==> src/rtl/pipe_ctrl.sv <==
// pipe_ctrl: run/step/halt sequencer and fetch-side hazard control for a six-stage pipeline.
//
// Ports
//   clk              sole clock, rising edge
//   rst              asynchronous active-low reset
//   run_i            level, request continuous execution
//   step_i           level, request a single instruction
//   halt_i           level, request stop (highest priority)
//   stallreq_id_i    ID operand-hazard stall request
//   stallreq_ex_i    EX multi-cycle stall request (dominates ID)
//   branch_i         taken branch resolved in ID, held by source until accepted
//   branch_target_i  branch destination
//   pc_o             registered fetch address
//   ce_o             fetch enable, combinational from state and halt_i
//   stall_o          per-stage hold [0]PC [1]IF/ID [2]ID/EX [3]EX/MEM [4]MEM/WB [5]WB
//   flush_o          registered one-cycle pulse, IF/ID loads a bubble
//   state_o          00 IDLE, 01 RUN, 10 STEP, 11 HALT
//   fetch_cnt_o      registered count of advancing fetches
module pipe_ctrl #(
   parameter logic [15:0] RESET_PC = 16'h0000
) (
   input  logic        clk,
   input  logic        rst,
   input  logic        run_i,
   input  logic        step_i,
   input  logic        halt_i,
   input  logic        stallreq_id_i,
   input  logic        stallreq_ex_i,
   input  logic        branch_i,
   input  logic [15:0] branch_target_i,
   output logic [15:0] pc_o,
   output logic        ce_o,
   output logic [5:0]  stall_o,
   output logic        flush_o,
   output logic [1:0]  state_o,
   output logic [15:0] fetch_cnt_o
);

   typedef enum logic [1:0] {
      StIdle = 2'b00,
      StRun  = 2'b01,
      StStep = 2'b10,
      StHalt = 2'b11
   } state_e;

   state_e      state_q, state_d;
   logic [15:0] pc_q, pc_d;
   logic [15:0] cnt_q, cnt_d;
   logic        flush_q, flush_d;
   logic        ce;
   logic [5:0]  stall;
   logic        advance;

   // Fetch enable and stall vector. While not fetching only PC and IF/ID are
   // held so the downstream stages keep draining.
   always_comb begin
      ce = 1'b0;
      if ((state_q == StRun || state_q == StStep) && !halt_i) begin
         ce = 1'b1;
      end
      if (!ce) begin
         stall = 6'b000011;
      end else if (stallreq_ex_i) begin
         stall = 6'b001111;
      end else if (stallreq_id_i) begin
         stall = 6'b000111;
      end else begin
         stall = 6'b000000;
      end
      advance = ce & ~stall[0];
   end

   // Next state; halt_i > step_i > run_i everywhere.
   always_comb begin
      state_d = state_q;
      case (state_q)
         StIdle, StHalt: begin
            if (halt_i) begin
               state_d = StHalt;
            end else if (step_i) begin
               state_d = StStep;
            end else if (run_i) begin
               state_d = StRun;
            end
         end
         StRun: begin
            if (halt_i) begin
               state_d = StHalt;
            end
         end
         StStep: begin
            // One advancing fetch, then park in HALT.
            if (halt_i || advance) begin
               state_d = StHalt;
            end
         end
         default: state_d = StIdle;
      endcase
   end

   // Datapath next values; branch_i only matters on an advancing cycle.
   always_comb begin
      pc_d    = pc_q;
      cnt_d   = cnt_q;
      flush_d = 1'b0;
      if (advance) begin
         cnt_d = cnt_q + 16'd1;
         if (branch_i) begin
            pc_d    = branch_target_i;
            flush_d = 1'b1;
         end else begin
            pc_d = pc_q + 16'd1;
         end
      end
   end

   always_ff @(posedge clk or negedge rst) begin
      if (!rst) begin
         state_q <= StIdle;
         pc_q    <= RESET_PC;
         cnt_q   <= 16'h0000;
         flush_q <= 1'b0;
      end else begin
         state_q <= state_d;
         pc_q    <= pc_d;
         cnt_q   <= cnt_d;
         flush_q <= flush_d;
      end
   end

   assign pc_o        = pc_q;
   assign ce_o        = ce;
   assign stall_o     = stall;
   assign flush_o     = flush_q;
   assign state_o     = state_q;
   assign fetch_cnt_o = cnt_q;

endmodule

==> config.mk <==
export PLATFORM = sky130hd
export DESIGN_NAME = pipe_ctrl
export DESIGN_NICKNAME = d
export VERILOG_FILES = /design/src/rtl/pipe_ctrl.sv
export SDC_FILE = /design/constraint.sdc
export NUM_CORES = 1
export LEC_CHECK = 0
export BUFFER_PORTS_ARGS = -buffer_cell sky130_fd_sc_hd__buf_2
export CORE_MARGIN = 4
export CORE_UTILIZATION = 50
export DETAILED_ROUTE_END_ITERATION = 16
export PLACE_DENSITY = 0.8
export SLEW_MARGIN = 20
export SYNTH_ARGS = -nofsm -noshare
export SYNTH_HDL_FRONTEND = slang
export SYNTH_SLANG_ARGS = --single-unit
==> constraint.sdc <==
create_clock -name clk -period 2.5 [get_ports clk]
set_clock_uncertainty 0.2 [all_clocks]
set_input_delay 0.25 -clock clk [delete_from_list [all_inputs] [get_ports clk]]
set_output_delay 0.25 -clock clk [all_outputs]
set_load 0.1 [all_outputs]
# Yosys cells after proc, flatten, opt, wreduce, memory -nomap -nowiden
# Cells that the tools add are included.
dict set report word_totals {
  regBits 35
  input_bits 24
  output_inout_bits 42
  word_cells 34
}
dict set report classes {
  n_addsub 2
  eq_ne 6
  mux 13
  n_bitwise 2
  n_reduce_logical 7
}
# cell count
set op_table {}
lappend op_table {{16-bit by 1-bit adder with 16-bit output, second input constant} 2}
lappend op_table {{16-bit two-way mux} 1}
lappend op_table {{2-bit two-way mux} 5}
lappend op_table {{4-bit two-way mux} 2}
lappend op_table {{2-bit case mux with 3 select lines} 1}
lappend op_table {{2-bit equality test, second input constant} 2}
lappend op_table {{4-bit != test, second input constant} 1}
lappend op_table {{1-bit two-way mux} 3}
lappend op_table {{3-bit two-way mux} 1}
lappend op_table {{3-bit AND reduction} 1}
lappend op_table {{2-bit by 1-bit equality test with 1-bit output, second input constant} 1}
lappend op_table {{2-bit zero test} 1}
lappend op_table {{1-bit logical OR} 2}
lappend op_table {{2-bit by 1-bit != test with 1-bit output, second input constant} 1}
lappend op_table {{2-bit != test, second input constant} 1}
lappend op_table {{2-bit OR reduction} 1}
lappend op_table {{1-bit AND} 1}
lappend op_table {{1-bit logical AND} 1}
lappend op_table {{1-bit zero test} 1}
lappend op_table {{1-bit NOT} 1}

# Logic depth before layout (Yosys ltp)
# Gate-level depths: netlist of the first run.
dict set report logic_depth {
  ltp_word 10
  depth_mapped 9
}

# Worst setup path before layout of the first run
# No wires, ideal clock.
dict set report synth_timing {
  kind {register -> output}
  start {register state_q[0] (netlist: state_o[0])}
  end {output stall_o[3]}
  arrival_ps 3677
  required_ps 2050
  setup_slack_ps -1627
  path_stages_with_launch 5
  path_buffers 0
  path_cell_list {dfrtp_1 > inv_1 > ha_1 > nor2_1 > and2_1}
}
dict set report synth_via {
  elab_chain_len 5
}
# element line
set synth_rtl {}
lappend synth_rtl {{from (decl)} 46} ;# state_e state_q, state_d;
lappend synth_rtl {{from (signal assigned)} 119} ;# state_q <= StIdle;
lappend synth_rtl {{from (signal assigned)} 124} ;# state_q <= state_d;
lappend synth_rtl {{2-bit by 1-bit equality test with 1-bit output or 2-bit equality test (tied branches)} 58} ;# if ((state_q == StRun || state_q == StStep) && !halt_i) begin
lappend synth_rtl {{1-bit logical OR (*)} 58}
lappend synth_rtl {{1-bit logical AND (*)} 58}
lappend synth_rtl {{1-bit two-way mux (*)} 58}
lappend synth_rtl {{via ce_o} 32} ;# output logic ce_o,
lappend synth_rtl {{4-bit two-way mux (*)} 61} ;# if (!ce) begin
lappend synth_rtl {{to (decl)} 33} ;# output logic [5:0] stall_o,
# Mark *: on every way through the listed nets, which the timed path passes. The rest lies on a longest branch.

# Final worst setup path of the first run
dict set report layout_timing {
  start {register state_q[0] (netlist: state_o[0])}
  end {output stall_o[0]}
}
dict set report layout_via {
  elab_chain_len 5
}
# element line
set layout_rtl {}
lappend layout_rtl {{2-bit by 1-bit equality test with 1-bit output or 2-bit equality test (tied branches)} 58}
lappend layout_rtl {{1-bit logical OR (*)} 58}
lappend layout_rtl {{1-bit logical AND (*)} 58}
lappend layout_rtl {{1-bit two-way mux (*)} 58}
lappend layout_rtl {{4-bit two-way mux (*)} 61}
# Mark *: on every way between the ends. The rest lies on a longest branch, timed or not.

==> results.txt, run 1 <==
Number of setup buffers added after CTS = 0
Design area = 2470 um2
Area share of the leading cell type in the synthesized netlist = 45.2%
GR Overflow Total = 0
Initial core utilization = 52.1%
Final Total Pwr = 3.10 mW
Pleak = 1.15 nW
Root Buffer Master = clkbuf_8
Die Y-Extent = 70.2 um
Hold Path Class = in -> reg
Largest net degree at the start of global routing = 36
WS Path Type = reg -> out
Slew Viols, Final = 0
Final non-filler cell total = 321
Layout net count = 300
Clock Sinks = 35
Met3 usage = 4.89%
Die W = 70.2 um
DP HPWL = 3.39 mm
Vias/cell = 5.50
Critical Path End Type = output pin
Syn Inst Count = 211
Num rows = 22
Yosys cell types = 39
Clock latency on the worst-skew pair = 0.29 ns
Syn_area_per_cell = 9.18 um2
Drt drc = 0
Count of final setup violators = 0
Proportion of layout cells with a drive suffix above 1 = 32.6%
ANT cells = 0
Final Hold Viols = 0
Minimum clock period = 2.40 ns
Sequential cell area fraction in the yosys report = 45.2%
RePlAce Congestion = 0.815
Area growth from synthesis to layout = 27.3%
GR Layer Usage met1 = 27.7%
First-pass GRT wire length = 8.14 mm
CTS tree = done
VDD IR max = 0.875 mV
Synth Cell Area = 1940 um2
Synth cell count leaders = dfrtp_1 (35), nand2_1 (17), nand3_1 (14), o21ai_0 (14), a21oi_1 (13)
Core Region = 3720 um2
Num CTS Buffers = 5
Data arrival, critical path = 1.95 ns
Cell accounting for the most synthesized area = dfrtp_1
Final Core Density = 66.4%
FF+latch count, synth = 35
Slew HR = 47.4%
Power Dens Cells = 1260 nW/um2
Worst Tran Pin Value = 0.789 ns
Number of global-route vias before repair = 1,691
Placed Instances = 312
Crit share post-route = 96.1%
PortBufs = 63
Total number of vias = 1,767
Clock transition at path regs = 0.07 ns
Crit path launch type = register
Gr usage total = 20.4%
Top-count cell post-synth = dfrtp_1
Die area = 4930 um2
Synth area leaders = dfrtp_1 (45%), xnor2_1 (5.0%), nand3_1 (3.6%), o21ai_0 (3.6%), a21oi_1 (3.4%)
ANT nets after route = 0
RSZ-0062 raised after global routing = false
Initial antenna violation count = 0
H-tree depth = 2
Met2 Use GR = 32.0%
Pre-Repair DR Iteration Count = 4
Async S/R FF share, synth = 100%
F_max = 416 MHz
Ys flop type = dfrtp_1
Number of flops mapped to enable cells by yosys = 0
Placed instance area = 2300 um2
Synth Warn # = 0
Grt peak-use layer = met2
CP required = 2.05 ns
Max-cap viol count = 0
Final wirelength = 4.72 mm
Ports = 66
Routed len/inst = 14.7 um
Critical path fanouts, max = 28
Status = finished clean
DRT iter0 DRCs = 106
Clock buffer depth = 2
## power breakdown
part	switching, mW	internal (mW)	total, mW
registers	0.163	0.697	0.861
clock network	0.221	0.398	0.619
logic	1.33	0.292	1.62
## layout make-up
cell class / instances / area, um2
Tap cell: 48 / 60.1
Multi-Input combinational cell: 153 / 982
Timing Repair Buffer: 67 / 364
Clock buffer: 5 / 68.8
Fill cell: 330 / 1250
Inverter: 10 / 37.5
Sequential cell: 35 / 886
Clock inverter: 3 / 67.6
## routing by layer
layer / up-vias / share of wire [%]
li1: 880 / -
met1: 833 / 44
met2: 47 / 48
met3: 7 / 5.8
met4: 0 / 1.5
met5: - / 0
## per-stage QoR
stage / hold WS [ns] / setup TNS (ns) / setup WS [ns]
after CTS: 0.0181 / -0.104 / -0.0521
after floorplan: -0.246 / 0 / 0.00240
after global routing: 0.0442 / 0 / 0.0361
after global placement: 0.174 / 0 / 0.302
final: 0.0189 / 0 / 0.0986
after detailed placement: 0.177 / 0 / 0.219
## state kept, by name, summed over array words and instances, names as in the netlist
signal	flops
state_o	2
fetch_cnt_o	16
flush_o	1
pc_o	16
## what timing repair did
item                                   4_1_cts  5_1_grt
endpoints found under the hold margin       35        0
hold buffers                                 1        0
resized for setup                            0        7
setup endpoints to repair                    2        2
## path summary, 6_finish.rpt
kind / start / endpoint / slack [ns] / depth (start not counted)
min: branch_target_i[10] / pc_o[10] / 0.02 / 2
max reg2reg: state_o[0] / fetch_cnt_o[15] / 0.20 / 7
max in group asynchronous: rst / state_o[0] / 1.15 / 2
min in group asynchronous: rst / state_o[1] / 0.38 / 2
min reg2reg: fetch_cnt_o[15] / fetch_cnt_o[15] / 0.28 / 1
max: state_o[0] / stall_o[0] / 0.1 / 6
## worst max-delay path, cell delays in order, from the launching register on
cell     delay [ns]
dfrtp_4        0.50
inv_2          0.08
ha_4           0.22
nor4_4         0.30
inv_2          0.14
buf_6          0.20
buf_6          0.20
## cells by family after synthesis
logic type                 share of synthesized area, %
buffers and inverters                              5.43
muxes                                             0.517
xor gates and xnor gates                           6.78
AOI/OAI and AO/OA                                  15.2
other                                             0.194
adders and majority gates                          2.58
DFF                                                45.2
and+or+nand+nor                                    24.1
## placed cells by master (no fill, tap or decap), types with 3 or more instances in the layout
master / instances
or3_1: 6
nand2_1: 17
a21oi_1: 13
xnor2_1: 11
buf_6: 3
nor4_1: 8
ha_1: 3
clkbuf_8: 5
xor2_1: 4
dfrtp_1: 31
a211o_1: 3
nand4_1: 8
nor3_1: 10
and3_1: 5
buf_2: 61
nand3_1: 14
o21ai_0: 14
inv_1: 8
o2bb2ai_1: 3
nor2_1: 8
(Power assumes the default switching activity.)
==> run 2, diff against run 1 <==
--- a/config.mk
+++ b/config.mk
@@ -6,10 +6,13 @@
 export NUM_CORES = 1
 export LEC_CHECK = 0
 export BUFFER_PORTS_ARGS = -buffer_cell sky130_fd_sc_hd__buf_2
+export CELL_PAD_IN_SITES_DETAIL_PLACEMENT = 1
+export CELL_PAD_IN_SITES_GLOBAL_PLACEMENT = 1
 export CORE_MARGIN = 4
-export CORE_UTILIZATION = 50
+export CORE_UTILIZATION = 37
 export DETAILED_ROUTE_END_ITERATION = 16
-export PLACE_DENSITY = 0.8
+export PLACE_DENSITY_LB_ADDON = 0.1
+export SETUP_SLACK_MARGIN = 0.5
 export SLEW_MARGIN = 20
 export SYNTH_ARGS = -nofsm -noshare
 export SYNTH_HDL_FRONTEND = slang
==> run 2 against run 1 <==
Net effect: sequential power increased by 5.1%; die area up 31%; critical path type unchanged; sequential cell count unchanged; design area grew 24%; combinational power up 25%; fmax rose by 12%; count of clock-buffer cells in the layout grew 2; global-route usage up 0.76 points; non-clock buffer count rose by 25; clock power is 26% lower.
==> results.txt, run 2 (synthesis gave the netlist of run 1 again) <==
Buf/Inv on CP = 3 (-1)
Count of final setup violators = 0 (unchanged)
Total number of vias = 2,007 (+14%)
Clock buffer depth = 2 (unchanged)
Final Hold Viols = 0 (unchanged)
Minimum clock period = 2.15 ns (-0.254 ns)
Layout net count = 325 (+8.3%)
Most frequent CP cell = buf_12
Initial antenna violation count = 0 (unchanged)
ANT cells = 0 (unchanged)
Sequential cell area = 923 um2 (+4.2%)
Vias/cell = 5.45 (-0.92%)
Crit path launch type = register
Place WS = 0.306 ns (+0.0870 ns)
Ports = 66 (unchanged)
Drt drc = 0 (unchanged)
Die area = 6460 um2 (+31%)
Die W = 80.4 um (+14%)
Final Total Pwr = 3.39 mW (+9.3%)
Placed Instances = 335 (+7.4%)
CP required = 2.05 ns (about the same)
Critical path fanouts, max = 3 (-89%)
H-tree depth = 2 (unchanged)
Proportion of layout cells with a drive suffix above 1 = 52.0% (+19 points)
Gr usage total = 21.2% (+0.76 points)
Crit share post-route = 85.9% (-10 points)
Clock latency on the worst-skew pair = 0.30 ns (about the same)
Num rows = 26 (+18%)
CP delay by family, top = flip-flops
Max-cap viol count = 0 (unchanged)
Design area = 3060 um2 (+24%)
Root Buffer Master = clkbuf_8
F_max = 466 MHz (+12%)
Number of global-route vias before repair = 1,963 (+16%)
Power Dens Cells = 1110 nW/um2 (-12%)
DRT iter0 DRCs = 88 (-17%)
Area growth from synthesis to layout = 57.8%
WS Path Type = reg -> out
Setup TNS = 0 ns (unchanged)
First-pass GRT wire length = 10.4 mm (+28%)
Routed len/inst = 18.4 um (+25%)
Hold slack = 0.0241 ns (+0.00526 ns)
ANT nets after route = 0 (unchanged)
Commonest non-fill, non-tap cell in the layout = buf_2
Slew Viols, Final = 0 (unchanged)
Status = finished clean
Final non-filler cell total = 368 (+15%)
Worst path slowest cell = dfrtp_4
Pre-Repair DR Iteration Count = 4 (unchanged)
GR Overflow Total = 0 (unchanged)
Clock Sinks = 35 (unchanged)
Slew HR = 44.7% (-2.7 points)
Pleak = 1.38 nW (+20%)
Final worst setup slack = 0.352 ns (+0.254 ns)
Die Y-Extent = 80.4 um (+14%)
CP cell instances = inv_4 > ha_4 > buf_12 > nor2_4 > and2_4 > buf_12
Critical Path End Type = output pin
Initial core utilization = 38.2% (-14 points)
Largest net degree at the start of global routing = 36 (unchanged)
RePlAce Congestion = 0.797 (-2.1%)
DP HPWL = 3.81 mm (+12%)
Core Region = 5070 um2 (+37%)
PortBufs = 63 (unchanged)
Final Core Density = 60.2% (-6.2 points)
Worst Tran Pin Value = 0.829 ns (+0.0400 ns)
CP peak stage delay = 0.49 ns (about the same)
CTS tree = done
Area of the multi-input gates = 1160 um2 (+18%)
Placed instance area = 2460 um2 (+7.0%)
# fillers = 571 (+73%)
Hold Path Class = in -> reg
Most frequent cells in the layout = buf_2 (58), buf_4 (18), dfrtp_2 (17), nand2_1 (16), nand3_1 (14)
Num CTS Buffers = 5 (unchanged)
VDD IR max = 0.877 mV (+0.26%)
RSZ-0062 raised after global routing = true
Clock transition at path regs = 0.08 ns (about the same)
Data arrival, critical path = 1.70 ns (-0.25 ns)
Final wirelength = 6.77 mm (+43%)
## run 2: worst register-to-register path, cell delays in order, from the launching register on
cell	delay (ns)
dfrtp_4	0.49
inv_4	0.07
ha_4	0.21
nor4_4	0.18
inv_2	0.11
buf_12	0.16
buf_12	0.13
or3_1	0.31
o21ai_1	0.09
nor3_1	0.06
## run 2: repair_timing
item	CTS	global route
endpoints found under the hold margin	35	0
gates resized for setup	26	23
endpoints found under the setup margin	23	28
gates cloned	3	1
buffers inserted	10	10
hold buffers	1	0
pin swaps	7	8
## run 2: area by class of cell
type | count | share of cell area (%)
Clock inverter | 1 | 0.164
Timing Repair Buffer | 92 | 24.6
Tap cell | 70 | 2.87
Multi-Input combinational cell | 153 | 38.0
Clock buffer | 7 | 2.83
Inverter | 10 | 1.31
Sequential cell | 35 | 30.2
## run 2: power by group
| group | internal, mW | total (mW) | switching, mW | leakage [nW] |
|---|---|---|---|---|
| clock network | 0.223 | 0.457 | 0.234 | 0.0482 |
| registers | 0.728 | 0.905 | 0.177 | 0.416 |
| logic | 0.559 | 2.03 | 1.47 | 0.917 |
| total | 1.51 | 3.39 | 1.88 | 1.38 |
## run 2: worst paths after layout
path                                     start         endpoint  slack, ns  depth (start not counted)
max                                 state_o[0]       stall_o[3]       0.35                          6
min                        branch_target_i[10]         pc_o[10]       0.02                          2
max reg2reg                         state_o[0]          pc_o[9]       0.36                          9
min reg2reg                    fetch_cnt_o[15]  fetch_cnt_o[15]       0.27                          1
max in group asynchronous                  rst       state_o[1]       1.11                          2
min in group asynchronous                  rst          pc_o[8]       0.38                          2
## run 2: routing by layer
metal / wire, um / share of wire (%) / track usage, % / up-vias
met1: 2940 / 43 / 26.9 / 997
met2: 3420 / 50 / 36.1 / 59
met5: 0 / 0 / 0 / -
li1: - / - / - / 937
met3: 269 / 4.0 / 4.15 / 14
met4: 141 / 2.1 / 6.25 / 0
==> run 3, diff against run 2 <==
--- a/config.mk
+++ b/config.mk
@@ -12,6 +12,7 @@
 export CORE_UTILIZATION = 37
 export DETAILED_ROUTE_END_ITERATION = 16
 export PLACE_DENSITY_LB_ADDON = 0.1
+export REMOVE_ABC_BUFFERS = 1
 export SETUP_SLACK_MARGIN = 0.5
 export SLEW_MARGIN = 20
 export SYNTH_ARGS = -nofsm -noshare
==> run 3 against run 2 <==
Net effect: combinational power fell by 5%; design area decreased by 4.6%; sequential cell count stayed put; critical path depth unchanged; sequential share of layout area is 0.18 points lower; worst hold slack improved by 0.0075 ns; largest cell class unchanged; clock power fell by 12%; register-to-register slack barely moved; core utilization shrank 2.8 points.
==> results.txt, run 3 (synthesis gave the netlist of run 1 again) <==
Final Total Pwr = 3.17 mW (-6.4%)
Root Buffer Master = clkbuf_8
Die area = 6460 um2 (unchanged)
Pre-Repair DR Iteration Count = 4 (unchanged)
Data arrival, critical path = 1.73 ns (+0.03 ns)
Vias/cell = 5.38 (-1.3%)
Slew HR = 46.6% (+1.9 points)
Largest net degree at the start of global routing = 36 (unchanged)
Total number of vias = 1,970 (-1.8%)
Minimum clock period = 2.18 ns (+0.0280 ns)
Most frequent cells in the layout = buf_2 (58), dfrtp_1 (35), buf_4 (19), nand2_1 (16), nand3_1 (14)
PortBufs = 63 (unchanged)
Clock buffer depth = 2 (unchanged)
Crit path launch type = register
Layout net count = 323 (-0.62%)
Count of final setup violators = 0 (unchanged)
Clock latency on the worst-skew pair = 0.28 ns (-0.02 ns)
ANT nets after route = 0 (unchanged)
GR Overflow Total = 0 (unchanged)
Pleak = 1.35 nW (-1.9%)
WS Path Type = reg -> out
Crit share post-route = 87.0% (+1.1 points)
Die W = 80.4 um (unchanged)
Die Y-Extent = 80.4 um (unchanged)
Num CTS Buffers = 5 (unchanged)
# fillers = 620 (+8.6%)
Placed Instances = 336 (+0.30%)
Proportion of layout cells with a drive suffix above 1 = 43.2% (-8.8 points)
Core Region = 5070 um2 (unchanged)
Initial core utilization = 38.2% (unchanged)
Clock transition at path regs = 0.07 ns (about the same)
H-tree depth = 2 (unchanged)
Final Core Density = 57.4% (-2.8 points)
RePlAce Congestion = 0.884 (+11%)
Gr usage total = 18.8% (-2.4 points)
Final non-filler cell total = 366 (-0.54%)
DP HPWL = 3.83 mm (+0.55%)
Max-cap viol count = 0 (unchanged)
Critical path fanouts, max = 7 (+4)
Worst Tran Pin Value = 0.801 ns (-0.0284 ns)
Power Dens Cells = 1090 nW/um2 (-1.9%)
Commonest non-fill, non-tap cell in the layout = buf_2
Critical Path End Type = output pin
F_max = 460 MHz (-1.3%)
DRT iter0 DRCs = 60 (-32%)
Number of global-route vias before repair = 1,936 (-1.4%)
Num rows = 26 (unchanged)
ANT cells = 0 (unchanged)
Initial antenna violation count = 0 (unchanged)
CP required = 2.05 ns (about the same)
Area growth from synthesis to layout = 50.5%
Status = finished clean
Clock Sinks = 35 (unchanged)
Final wirelength = 6.13 mm (-9.5%)
CTS tree = done
RSZ-0062 raised after global routing = true
Drt drc = 0 (unchanged)
Area of the multi-input gates = 1150 um2 (-1.3%)
VDD IR max = 0.694 mV (-21%)
Sequential cell area = 876 um2 (-5.1%)
Final Hold Viols = 0 (unchanged)
Routed len/inst = 16.7 um (-9.0%)
Ports = 66 (unchanged)
Hold slack = 0.0316 ns (+0.00747 ns)
First-pass GRT wire length = 9.53 mm (-8.6%)
Hold Path Class = in -> reg
Slew Viols, Final = 0 (unchanged)
-- run 3: cell types whose count changed in the layout (fill, tap and decap cells not counted), sizes merged --
cell / change
bufinv: +1
clkinv: +2
inv: -1
bufbuf: +1
buf: -2
clkbuf: -3
-- run 3: power breakdown --
group / switching, mW / total [mW] / internal [mW]
clock: 0.212 / 0.403 / 0.191
sequential: 0.164 / 0.850 / 0.686
combinational: 1.44 / 1.92 / 0.484
total: 1.81 / 3.17 / 1.36
-- run 3: final cells by class --
class / instances / share of cell area, %
clock inverter: 3 / 0.515
multi-input combinational: 153 / 39.4
inverter: 10 / 1.76
sequential: 35 / 30.0
clock buffer: 5 / 2.36
timing repair buffer: 90 / 23.0
tap: 70 / 3.00
-- run 3: timing repair --
| item | 4_1_cts | 5_1_grt |
|---|---|---|
| endpoints found under the hold margin | 35 | 0 |
| setup buffers | 8 | 11 |
| gates resized for setup | 28 | 46 |
| cloned | 1 | 1 |
| pin swaps | 4 | 16 |
| endpoints found under the setup margin | 27 | 28 |
| hold buffers | 1 | 0 |
-- run 3: worst paths after layout --
check	end	cells past startpoint	startpoint	slack (ns)
setup / recovery	stall_o[0]	6	state_o[0]	0.32
hold / removal	pc_o[10]	2	branch_target_i[10]	0.03
setup reg to reg	fetch_cnt_o[5]	9	state_o[0]	0.36
hold reg to reg	fetch_cnt_o[15]	1	fetch_cnt_o[15]	0.28
max in group asynchronous	pc_o[15]	2	rst	1.21
min in group asynchronous	fetch_cnt_o[12]	2	rst	0.39
-- run 3: through the flow --
stage	area, um2	TNS [ns]	setup WS [ns]
final	2920	0	0.324
after global routing	2920	0	0.270
after CTS	2620	0	0.393
after detailed placement	2310	0	0.139
after global placement	2310	0	0.226
after floorplan	1870	-42.64	-1.63
-- run 3: routing by layer --
layer / up-vias / global-route usage (%) / part of all wire [%]
met3: 14 / 3.81 / 4.4
met5: - / 0 / 0
met4: 0 / 5.57 / 2.0
li1: 926 / - / -
met2: 58 / 32.5 / 51
met1: 972 / 23.5 / 42
-- run 3: critical path, cell delays in order, from the launching register on --
cell and delay, ns:
dfrtp_1 0.41, inv_2 0.10, ha_4 0.22, nor4_4 0.16, bufinv_8 0.25, buf_12 0.14
buf_12 0.16
